--- src/rtl/genius_round_ctrl_if.sv ---
// Handshake/bus signals between the Genius round controller, the sequence ROM
// and the player panel (buttons + LEDs).
interface genius_round_ctrl_if;
  logic       start;
  logic [1:0] seq_value;
  logic [2:0] btn;
  logic [3:0] seq_index;
  logic [2:0] led;
  logic [4:0] level;
  logic       busy;
  logic       win;
  logic       lose;

  // Environment side: drives start/buttons/ROM data, observes the controller
  modport master (
    output start, seq_value, btn,
    input  seq_index, led, level, busy, win, lose
  );

  // Controller side
  modport slave (
    input  start, seq_value, btn,
    output seq_index, led, level, busy, win, lose
  );
endinterface

--- src/rtl/genius_round_ctrl.sv ---
// Genius (Simon) round controller: plays back the first `level` colours from
// the sequence ROM, then judges the player's presses against the same sequence.
// Optional press timeout enabled by defining GENIUS_TIMEOUT_EN.
module genius_round_ctrl #(
  parameter int unsigned ON_CYCLES      = 4,
  parameter int unsigned GAP_CYCLES     = 2,
  parameter int unsigned TIMEOUT_CYCLES = 20,
  parameter int unsigned MAX_LEN        = 16
) (
  input  logic clk,
  input  logic rst_n,
  genius_round_ctrl_if.slave bus
);

  localparam int unsigned TIMER_W = 32;
  localparam int unsigned IDX_W   = 4;
  localparam int unsigned LVL_W   = 5;
  localparam int unsigned LED_W   = 3;

  localparam logic [TIMER_W-1:0] ON_LAST  = TIMER_W'(ON_CYCLES - 1);
  localparam logic [TIMER_W-1:0] GAP_LAST = TIMER_W'(GAP_CYCLES - 1);
  localparam logic [LVL_W-1:0]   MAX_LVL  = LVL_W'(MAX_LEN);

`ifdef GENIUS_TIMEOUT_EN
  localparam logic [TIMER_W-1:0] TO_LAST  = TIMER_W'(TIMEOUT_CYCLES - 1);
`else
  logic [TIMER_W-1:0] timeout_unused;
  assign timeout_unused = TIMER_W'(TIMEOUT_CYCLES);
`endif

  typedef enum logic [2:0] {
    IDLE, SHOW, DARK, PRESS, HOLD, PAUSE, WIN, LOSE
  } state_t;

  state_t             state_q, state_d;
  logic [TIMER_W-1:0] timer_q, timer_d;
  logic [IDX_W-1:0]   idx_q, idx_d;
  logic [LVL_W-1:0]   level_q, level_d;
  logic [LED_W-1:0]   held_q, held_d;

  logic [LED_W-1:0]   expected;
  logic [TIMER_W-1:0] timer_inc;
  logic               is_last;

  function automatic logic [LED_W-1:0] onehot(input logic [1:0] v);
    case (v)
      2'd0:    onehot = 3'b001;
      2'd1:    onehot = 3'b010;
      2'd2:    onehot = 3'b100;
      default: onehot = 3'b000;
    endcase
  endfunction

  assign expected  = onehot(bus.seq_value);
  assign timer_inc = (timer_q == '1) ? timer_q : timer_q + TIMER_W'(1);
  assign is_last   = (LVL_W'(idx_q) + LVL_W'(1)) == level_q;

  // State and counter registers with synchronous active-low reset
  always_ff @(posedge clk) begin
    if (!rst_n) begin
      state_q <= IDLE;
      timer_q <= '0;
      idx_q   <= '0;
      level_q <= '0;
      held_q  <= '0;
    end else begin
      state_q <= state_d;
      timer_q <= timer_d;
      idx_q   <= idx_d;
      level_q <= level_d;
      held_q  <= held_d;
    end
  end

  // Next-state and counter update logic
  always_comb begin
    state_d = state_q;
    timer_d = timer_q;
    idx_d   = idx_q;
    level_d = level_q;
    held_d  = held_q;
    case (state_q)
      IDLE: begin
        if (bus.start) begin
          level_d = LVL_W'(1);
          idx_d   = '0;
          timer_d = '0;
          state_d = SHOW;
        end
      end
      SHOW: begin
        if (timer_q == ON_LAST) begin
          timer_d = '0;
          state_d = DARK;
        end else begin
          timer_d = timer_inc;
        end
      end
      DARK: begin
        if (timer_q == GAP_LAST) begin
          timer_d = '0;
          if (is_last) begin
            idx_d   = '0;
            state_d = PRESS;
          end else begin
            idx_d   = idx_q + IDX_W'(1);
            state_d = SHOW;
          end
        end else begin
          timer_d = timer_inc;
        end
      end
      PRESS: begin
        if (bus.btn == '0) begin
          timer_d = timer_inc;
`ifdef GENIUS_TIMEOUT_EN
          if (timer_q >= TO_LAST) state_d = LOSE;
`endif
        end else if (bus.seq_value != 2'd3 && bus.btn == expected) begin
          held_d  = bus.btn;
          state_d = HOLD;
        end else begin
          state_d = LOSE;
        end
      end
      HOLD: begin
        if (bus.btn == '0) begin
          if (!is_last) begin
            idx_d   = idx_q + IDX_W'(1);
            timer_d = '0;
            state_d = PRESS;
          end else if (level_q == MAX_LVL) begin
            state_d = WIN;
          end else begin
            level_d = level_q + LVL_W'(1);
            idx_d   = '0;
            timer_d = '0;
            state_d = PAUSE;
          end
        end
      end
      PAUSE: begin
        if (timer_q == GAP_LAST) begin
          timer_d = '0;
          state_d = SHOW;
        end else begin
          timer_d = timer_inc;
        end
      end
      WIN:     state_d = IDLE;
      LOSE:    state_d = IDLE;
      default: state_d = IDLE;
    endcase
  end

  // LED decode from registered state
  always_comb begin
    bus.led = '0;
    case (state_q)
      SHOW:    bus.led = expected;
      HOLD:    bus.led = held_q;
      default: bus.led = '0;
    endcase
  end

  assign bus.seq_index = idx_q;
  assign bus.level     = level_q;
  assign bus.busy      = (state_q != IDLE);
  assign bus.win       = (state_q == WIN);
  assign bus.lose      = (state_q == LOSE);

endmodule

--- src/flat_wrapper.sv ---
// flat-port wrapper written by rule: the top's interface ports become plain ports
module genius_round_ctrl_flat 
#(
  parameter int unsigned ON_CYCLES      = 4,
  parameter int unsigned GAP_CYCLES     = 2,
  parameter int unsigned TIMEOUT_CYCLES = 20,
  parameter int unsigned MAX_LEN        = 16
)
  (clk, rst_n, bus_start, bus_seq_value, bus_btn, bus_seq_index, bus_led, bus_level, bus_busy, bus_win, bus_lose);
  genius_round_ctrl_if bus_i ();
  input  logic clk;
  input  logic rst_n;
  input wire logic [$bits(bus_i.start)-1:0] bus_start;
  input wire logic [$bits(bus_i.seq_value)-1:0] bus_seq_value;
  input wire logic [$bits(bus_i.btn)-1:0] bus_btn;
  output wire logic [$bits(bus_i.seq_index)-1:0] bus_seq_index;
  output wire logic [$bits(bus_i.led)-1:0] bus_led;
  output wire logic [$bits(bus_i.level)-1:0] bus_level;
  output wire logic [$bits(bus_i.busy)-1:0] bus_busy;
  output wire logic [$bits(bus_i.win)-1:0] bus_win;
  output wire logic [$bits(bus_i.lose)-1:0] bus_lose;
  assign bus_i.start = bus_start;
  assign bus_i.seq_value = bus_seq_value;
  assign bus_i.btn = bus_btn;
  assign bus_seq_index = bus_i.seq_index;
  assign bus_led = bus_i.led;
  assign bus_level = bus_i.level;
  assign bus_busy = bus_i.busy;
  assign bus_win = bus_i.win;
  assign bus_lose = bus_i.lose;
  genius_round_ctrl #(.ON_CYCLES(ON_CYCLES), .GAP_CYCLES(GAP_CYCLES), .TIMEOUT_CYCLES(TIMEOUT_CYCLES), .MAX_LEN(MAX_LEN)) u_core (.clk(clk), .rst_n(rst_n), .bus(bus_i));
endmodule
--- config.mk ---
export PLATFORM = sky130hd
export DESIGN_NAME = genius_round_ctrl_flat
export DESIGN_NICKNAME = d
export VERILOG_FILES = /design/src/rtl/genius_round_ctrl_if.sv /design/src/rtl/genius_round_ctrl.sv /design/src/flat_wrapper.sv
export SDC_FILE = /design/constraint.sdc
export NUM_CORES = 1
export LEC_CHECK = 0
export CORE_ASPECT_RATIO = 0.5
export CORE_UTILIZATION = 30
export CTS_BUF_LIST = sky130_fd_sc_hd__clkbuf_4 sky130_fd_sc_hd__clkbuf_8 sky130_fd_sc_hd__clkbuf_16
export DETAILED_ROUTE_END_ITERATION = 8
export PLACE_DENSITY = 0.57
export SLEW_MARGIN = 10
export SYNTH_ARGS = -nofsm -noshare
export SYNTH_HDL_FRONTEND = slang
export SYNTH_SLANG_ARGS = --single-unit
--- constraint.sdc ---
create_clock -name clk -period 6.4 [get_ports clk]
set_clock_uncertainty 0.2 [all_clocks]
set_input_delay 0.96 -clock clk [delete_from_list [all_inputs] [get_ports clk]]
set_output_delay 0.96 -clock clk [all_outputs]
set_load 0.01 [all_outputs]
**Word-level counts from Yosys, hierarchy flattened**

Cells that the tools add are included.

- Output and inout bits: 15
- RAM bits: 0
- Flip-flop bits (word level): 47
- Latch bits: 0
- Memory bits (read-only): 0
- Bits of input ports: 8
- Memories: 0
- Word-level logic and storage cells: 85

- Magnitude comparators: 0
- Div/mod/pow operators: 0
- Reduce and logical (&&, ||, !) cells: 15
- Bitwise gates (word level): 1
- Equal/unequal tests: 26
- Shift operators: 0
- Multipliers: 0
- Add/subtract/negate cells: 4
- Muxes and demuxes: 34

Operator list:

| operator | count |
|---|---|
| 32-bit 2-to-1 mux | 8 |
| 32-bit one-hot mux with 5 select lines | 1 |
| 32-bit by 1-bit adder with 32-bit output, second input constant | 1 |
| 32-bit by 1-bit equality test with 1-bit output, second input constant | 1 |
| 32-bit by 2-bit equality test with 1-bit output, second input constant | 1 |
| 32-bit equality test, second input constant | 1 |
| 4-bit 2-to-1 mux | 6 |
| 3-bit 2-to-1 mux | 7 |
| 3-bit one-hot mux with 7 select lines | 1 |
| 5-bit 2-to-1 mux | 4 |
| 5-bit AND reduction | 3 |
| 3-bit equality test, second input constant | 4 |
| 2-bit by 1-bit inequality test with 1-bit output, second input constant | 6 |
| 4-bit one-hot mux with 3 select lines | 1 |
| 5-bit one-hot mux with 2 select lines | 1 |
| 3-bit one-hot mux with 3 select lines | 1 |
| 2-bit inequality test, second input constant | 4 |
| 3-bit by 2-bit equality test with 1-bit output, second input constant | 2 |
| 3-bit zero test | 2 |
| 2-bit 2-to-1 mux | 3 |
| 3-bit one-hot mux with 2 select lines | 1 |
| 6-bit AND reduction | 1 |
| 3-bit nonzero test | 2 |
| 4-bit by 1-bit adder with 5-bit output, second input constant | 1 |
| other kinds (16) | 17 |

**Longest topological paths before layout**

- Depth after elaboration: 7
- Depth in mapped cells: 10
- Mapped depth without buffers: 9

**Worst setup path before layout**

No wires, ideal clock.

- Path kind: input to register
- Start point: in bus_btn[2]
- End point: reg u_core.timer_q[27]
- Stages: 7
- Buffers on the path: 1
- Arrival: 2.650 ns
- Setup slack: 3.480 ns
- Data required time: 6.130 ns
- Setup time: 0.070 ns
- Path through: or3_1 -> a21o_1 -> a21oi_1 -> buf_2 -> nand4_1 -> or3_1 -> a21oi_1

- Cells in the longest elaborated chain, start to end: 3
- Elaborated cells on any way between the ends: 4
- Those cells by class: eq/ne: 2; reduce/logical: 2

RTL lines:

| what | RTL line | RTL |
|---|---|---|
| start: declaration | flat_wrapper.sv:15 | `input wire logic [$bits(bus_i.btn)-1:0] bus_btn;` |
| 3-bit zero test * | genius_round_ctrl.sv:114, genius_round_ctrl.sv:127 |  |
| 2-bit by 1-bit inequality test with 1-bit output (no source line) | -- |  |
| 5-bit AND reduction (no source line) * | -- |  |
| end signal: assignment | genius_round_ctrl.sv:68 | `timer_q <= timer_d;` |
| end: declaration | genius_round_ctrl.sv:36 | `logic [TIMER_W-1:0] timer_q, timer_d;` |

Mark *: on every way between the ends. The rest lies on a longest branch, timed or not.
A chain may end at the register's enable or synchronous reset.

**Worst setup path after layout**

- Start point: reg u_core.state_q[2]
- End point: out bus_led[2]

- Cells in the longest elaborated chain, start to end: 2
- Elaborated cells on any way between the ends: 3
- Those cells by class: eq/ne: 2; mux: 1

RTL lines:

| what | RTL line | RTL |
|---|---|---|
| start: declaration | genius_round_ctrl.sv:35 | `state_t state_q, state_d;` |
| start signal: assignment | genius_round_ctrl.sv:67 | `state_q <= state_d;` |
| 3-bit equality test or 3-bit by 1-bit equality test with 1-bit output (tied branches) | genius_round_ctrl.sv:159 | `case (state_q)` |
| 3-bit one-hot mux with 2 select lines * | genius_round_ctrl.sv:159 |  |
| end: declaration | flat_wrapper.sv:17 | `output wire logic [$bits(bus_i.led)-1:0] bus_led;` |

Marked as above.

==> results list <==
- Outcome: finished clean
* Hold WC Path Type: flip-flop to flip-flop
- The number of slew-limit violations in the final report came to 0.
- Die footprint: 10400 um2
* Clk_lat worst skew: 0.30 ns
- Residual overflow from global routing: 0
- The routed layout has 2916 vias.
- R2R depth: 6
- The cell area that synthesis handed to floorplanning was 3000 um2.
- The die is 72.7 um tall.
* Post-detailed-routing wire length: 7.83 mm
- Counting distinct cell types in the post-synthesis netlist gives 55.
- Power spread over the standard cell area amounts to 286 nW/um2.
- Hold Startpoint: u_core.held_q[0]$_SDFFE_PN0P_
- Synthesis-to-finish area growth: 15.1%
* Arrival time reported for the critical path endpoint: 2.63 ns
- The die is 143 um wide.
- Initial antenna violation count: 0
- Prevailing post-synth register cell: sky130_fd_sc_hd__dfxtp_1
* Destination of the worst register-to-register timing path: u_core.timer_q[24]$_SDFFE_PN0P_
- H-tree level count: 2
* Number of warnings printed during yosys synthesis: 0
- The critical path is of the flip-flop to output port type.
- Multi-input gate area in the final layout: 1930 um2
- Dividing the detail-routed wire length by the instance count gives 14.7 um.
- Total power after layout: 0.985 mW
- Setup Buffers After CTS: 0
- Nature of the critical path endpoint: output port
- Vias in the first global route: 2511
- For the pin with the worst max-slew slack, the measured transition is 0.904 ns.
- Number of cells traversed by the worst hold path: 2
* Cells after synthesis: 389
* Site Rows: 25
- Of all nets on the critical path, the largest fanout is 17.
- Portion of the post-synthesis area used by sequential elements: 31.4%
- Setup repair after global routing left no endpoint under its margin.
* Filler Cell Count: 1002
- Nets@finish: 411
* Worst setup path endpoint: bus_led[2]
* Area taken by flip-flops and latches: 941 um2
- Max Root-Sink Buffers: 2
* Starting density of the core: 31.3%
* Nature of the critical path startpoint: flip-flop
- In this run the tightest slew margin relative to its limit is 39.2%.
* Iter 0 DRT Violations: 189
- The number of gates resized after CTS was 0.
- The repair_antennas step left the layout with diodes totalling 0.
- Clock net sink count: 47
- Avg Vias per Cell: 5.46
- In this run, post-CTS hold repair placed 0 buffers.
- The hold violation count in the final report was 0.
- Number of primary I/O pins: 23
- GP Congestion: 0.858
- Pre-CTS setup slack: 2.62 ns
- The worst path uses 59.3% of the clock period.
* Core region area: 9570 um2
- Once detail routing completed, the nets flagged for antenna violations numbered 0.
- Input and output buffers added on the ports amount to 22.
- Total CTS buffers: 5
- CTS tree: yes
- IR Drop Worst-Case VDD: 0.0972 mV
- RR Startpoint: u_core.timer_q[20]$_SDFFE_PN0P_
- In the synthesized netlist the async set-or-reset flop fraction comes to 0%.
- Library cell occupying the most area in the post-synthesis netlist: sky130_fd_sc_hd__dfxtp_1
- DPL Wire Length: 5.39 mm
- The cell sitting at the root of the clock tree is a sky130_fd_sc_hd__clkbuf_16.
- Entering global routing, the biggest net connects 24 pins.
- Sum of negative setup slack: 0 ns
* Syn Area/Cell: 7.71 um2
- In the final layout, the share of cells above drive strength 1 is 6.52%.
- Fraction of post-synthesis cell area in the top cell type by area: 31.4%
* Biggest area contributors in the synthesized netlist: sky130_fd_sc_hd__dfxtp_1 31%, sky130_fd_sc_hd__a21oi_1 5.5%, sky130_fd_sc_hd__nand3_1 4.5%, sky130_fd_sc_hd__or3_1 4.4%, sky130_fd_sc_hd__o21ai_0 4.2%
* Leakage power total: 1.13 nW
* Final critical-path setup slack: 2.61 ns
* Max-Cap Viols: 0
- Net Count, Synth: 402
- Setup slack of the most critical reg-to-reg path: 3.00 ns
- Data on the critical path is required at its endpoint by 5.24 ns.
* FMAX: 264 MHz
- Counting flops and latches in the post-synthesis netlist gives 47.
- Setup Viol. Count Final: 0
- After detailed routing, the number of remaining DRC violations is 0.
- The first global-routing pass estimated 12.8 mm of wire.
- In this run the worst setup path begins at u_core.state_q[2]$_SDFFE_PN0P_.
- Across every metal layer, demand over resource in global routing totals 15.6%.
- Counting I/O delays and the setup requirement, the final critical path takes 3.79 ns.
- Before antenna repair, the detailed router went through 4 iterations.
* Clk pin slew, worst setup/hold paths: 0.06 ns
- EDFF count, synth: 0
-- registers in the layout, summed over array words and instances (netlist names) --
name                  flops
u_core.timer_q           32
u_core.bus.level          5
u_core.bus.seq_index      4
u_core.held_q             3
u_core.state_q            3
-- cell families (layout without fill, tap and decap cells) --
group                      Yosys count  after routing  share of synthesized area, %
buffers and inverters               31             41                          4.38
muxes                                4              4                          1.34
DFF                                 47             47                          31.4
and+or+nand+nor                    196            196                          37.6
xor gates and xnor gates            15             15                          4.38
adders and majority gates            5              5                          2.09
AOI/OAI and AO/OA                   91             91                          18.8
-- through the flow --
step	cells	utilization, %	hold WS, ns	instance area (um2)
final	534	36.1	0.300	3450
after CTS	534	36.1	0.305	3450
after global placement	526	34.5	0.290	3310
after floorplan	389	-	0.260	3000
after detailed placement	526	34.5	0.287	3310
after global routing	534	36.1	0.329	3450
-- report_power, final --
group	switching (mW)	leakage (nW)	internal [mW]	total, mW
Combinational	0.227	0.671	0.142	0.369
Clock	0.115	0.0747	0.153	0.268
Sequential	0.0416	0.379	0.307	0.348
Total	0.384	1.13	0.602	0.985
-- worst max-delay path, cell delays in order (launching register included) --
cell                              delay (ns)
sky130_fd_sc_hd__dfxtp_1                0.72
sky130_fd_sc_hd__nor2b_1                0.31
sky130_fd_sc_hd__nor2b_1                0.53
sky130_fd_sc_hd__a22o_1                 0.24
sky130_fd_sc_hd__clkdlybuf4s50_1        0.54
-- placed cells by master (no fill, tap or decap), types with 2 or more instances in the layout --
cell                               n
sky130_fd_sc_hd__a22o_1            2
sky130_fd_sc_hd__or3_1            21
sky130_fd_sc_hd__clkbuf_16         5
sky130_fd_sc_hd__nor3b_1           3
sky130_fd_sc_hd__a41oi_1           3
sky130_fd_sc_hd__nand2_1          28
sky130_fd_sc_hd__nand3_1          27
sky130_fd_sc_hd__a31oi_1           5
sky130_fd_sc_hd__nor2_1           25
sky130_fd_sc_hd__mux2i_1           4
sky130_fd_sc_hd__o21ai_0          25
sky130_fd_sc_hd__and4b_1           5
sky130_fd_sc_hd__or2_2             3
sky130_fd_sc_hd__and4_1            4
sky130_fd_sc_hd__nand4_1          19
sky130_fd_sc_hd__dfxtp_1          47
sky130_fd_sc_hd__a2bb2oi_1         2
sky130_fd_sc_hd__xor2_1           11
sky130_fd_sc_hd__o31ai_1           3
sky130_fd_sc_hd__nor4_1           11
sky130_fd_sc_hd__or4_1             6
sky130_fd_sc_hd__and2_1            8
sky130_fd_sc_hd__nand4b_1          2
sky130_fd_sc_hd__and3_1            4
sky130_fd_sc_hd__nor2b_1           8
sky130_fd_sc_hd__inv_1             9
sky130_fd_sc_hd__a21oi_1          33
sky130_fd_sc_hd__nor3_1            8
sky130_fd_sc_hd__xnor2_1           4
sky130_fd_sc_hd__nand3b_1          2
sky130_fd_sc_hd__clkbuf_4          2
sky130_fd_sc_hd__a211oi_2          2
sky130_fd_sc_hd__buf_4             2
sky130_fd_sc_hd__a21o_1            3
sky130_fd_sc_hd__ha_1              5
sky130_fd_sc_hd__clkdlybuf4s50_1  22
sky130_fd_sc_hd__o2111ai_1         2
sky130_fd_sc_hd__or3b_2            2
sky130_fd_sc_hd__nand2b_1          4
-- metal layers --
| metal | vias up | track usage (%) | share of wire, % |
|---|---|---|---|
| met4 | 0 | 4.96 | 1.1 |
| met1 | 1375 | 21.7 | 52 |
| met2 | 67 | 23.9 | 43 |
| li1 | 1466 | - | - |
| met5 | - | 0 | 0 |
| met3 | 8 | 3.35 | 4.1 |
-- cells in the mapped netlist (all sizes together) (7+ instances only) --
| library cell | n |
|---|---|
| inv | 9 |
| nand2 | 28 |
| nor3 | 9 |
| a21oi | 34 |
| xor2 | 11 |
| nand4 | 19 |
| nor2 | 26 |
| o21ai | 26 |
| nor4 | 12 |
| nand3 | 27 |
| clkbuf | 15 |
| nor2b | 9 |
| dfxtp | 47 |
| buf | 7 |
| and2 | 8 |
| or3 | 21 |
-- worst min path at each step --
stage                                          to  slack (ns)
floorplan           u_core.held_q[0]$_SDFFE_PN0P_        0.26
global placement    u_core.held_q[2]$_SDFFE_PN0P_        0.29
detailed placement  u_core.held_q[0]$_SDFFE_PN0P_        0.29
CTS                 u_core.held_q[0]$_SDFFE_PN0P_        0.31
global route        u_core.held_q[0]$_SDFFE_PN0P_        0.33
finish              u_core.held_q[0]$_SDFFE_PN0P_        0.30
-- cell type report --
class,count,area share (%)
Clock buffer,7,4.06
Multi-Input combinational cell,311,55.8
Timing Repair Buffer,24,6.82
Tap cell,135,4.89
Inverter,9,0.979
Clock inverter,1,0.145
Sequential cell,47,27.3
Note: power is estimated with default switching activity, not from simulation.
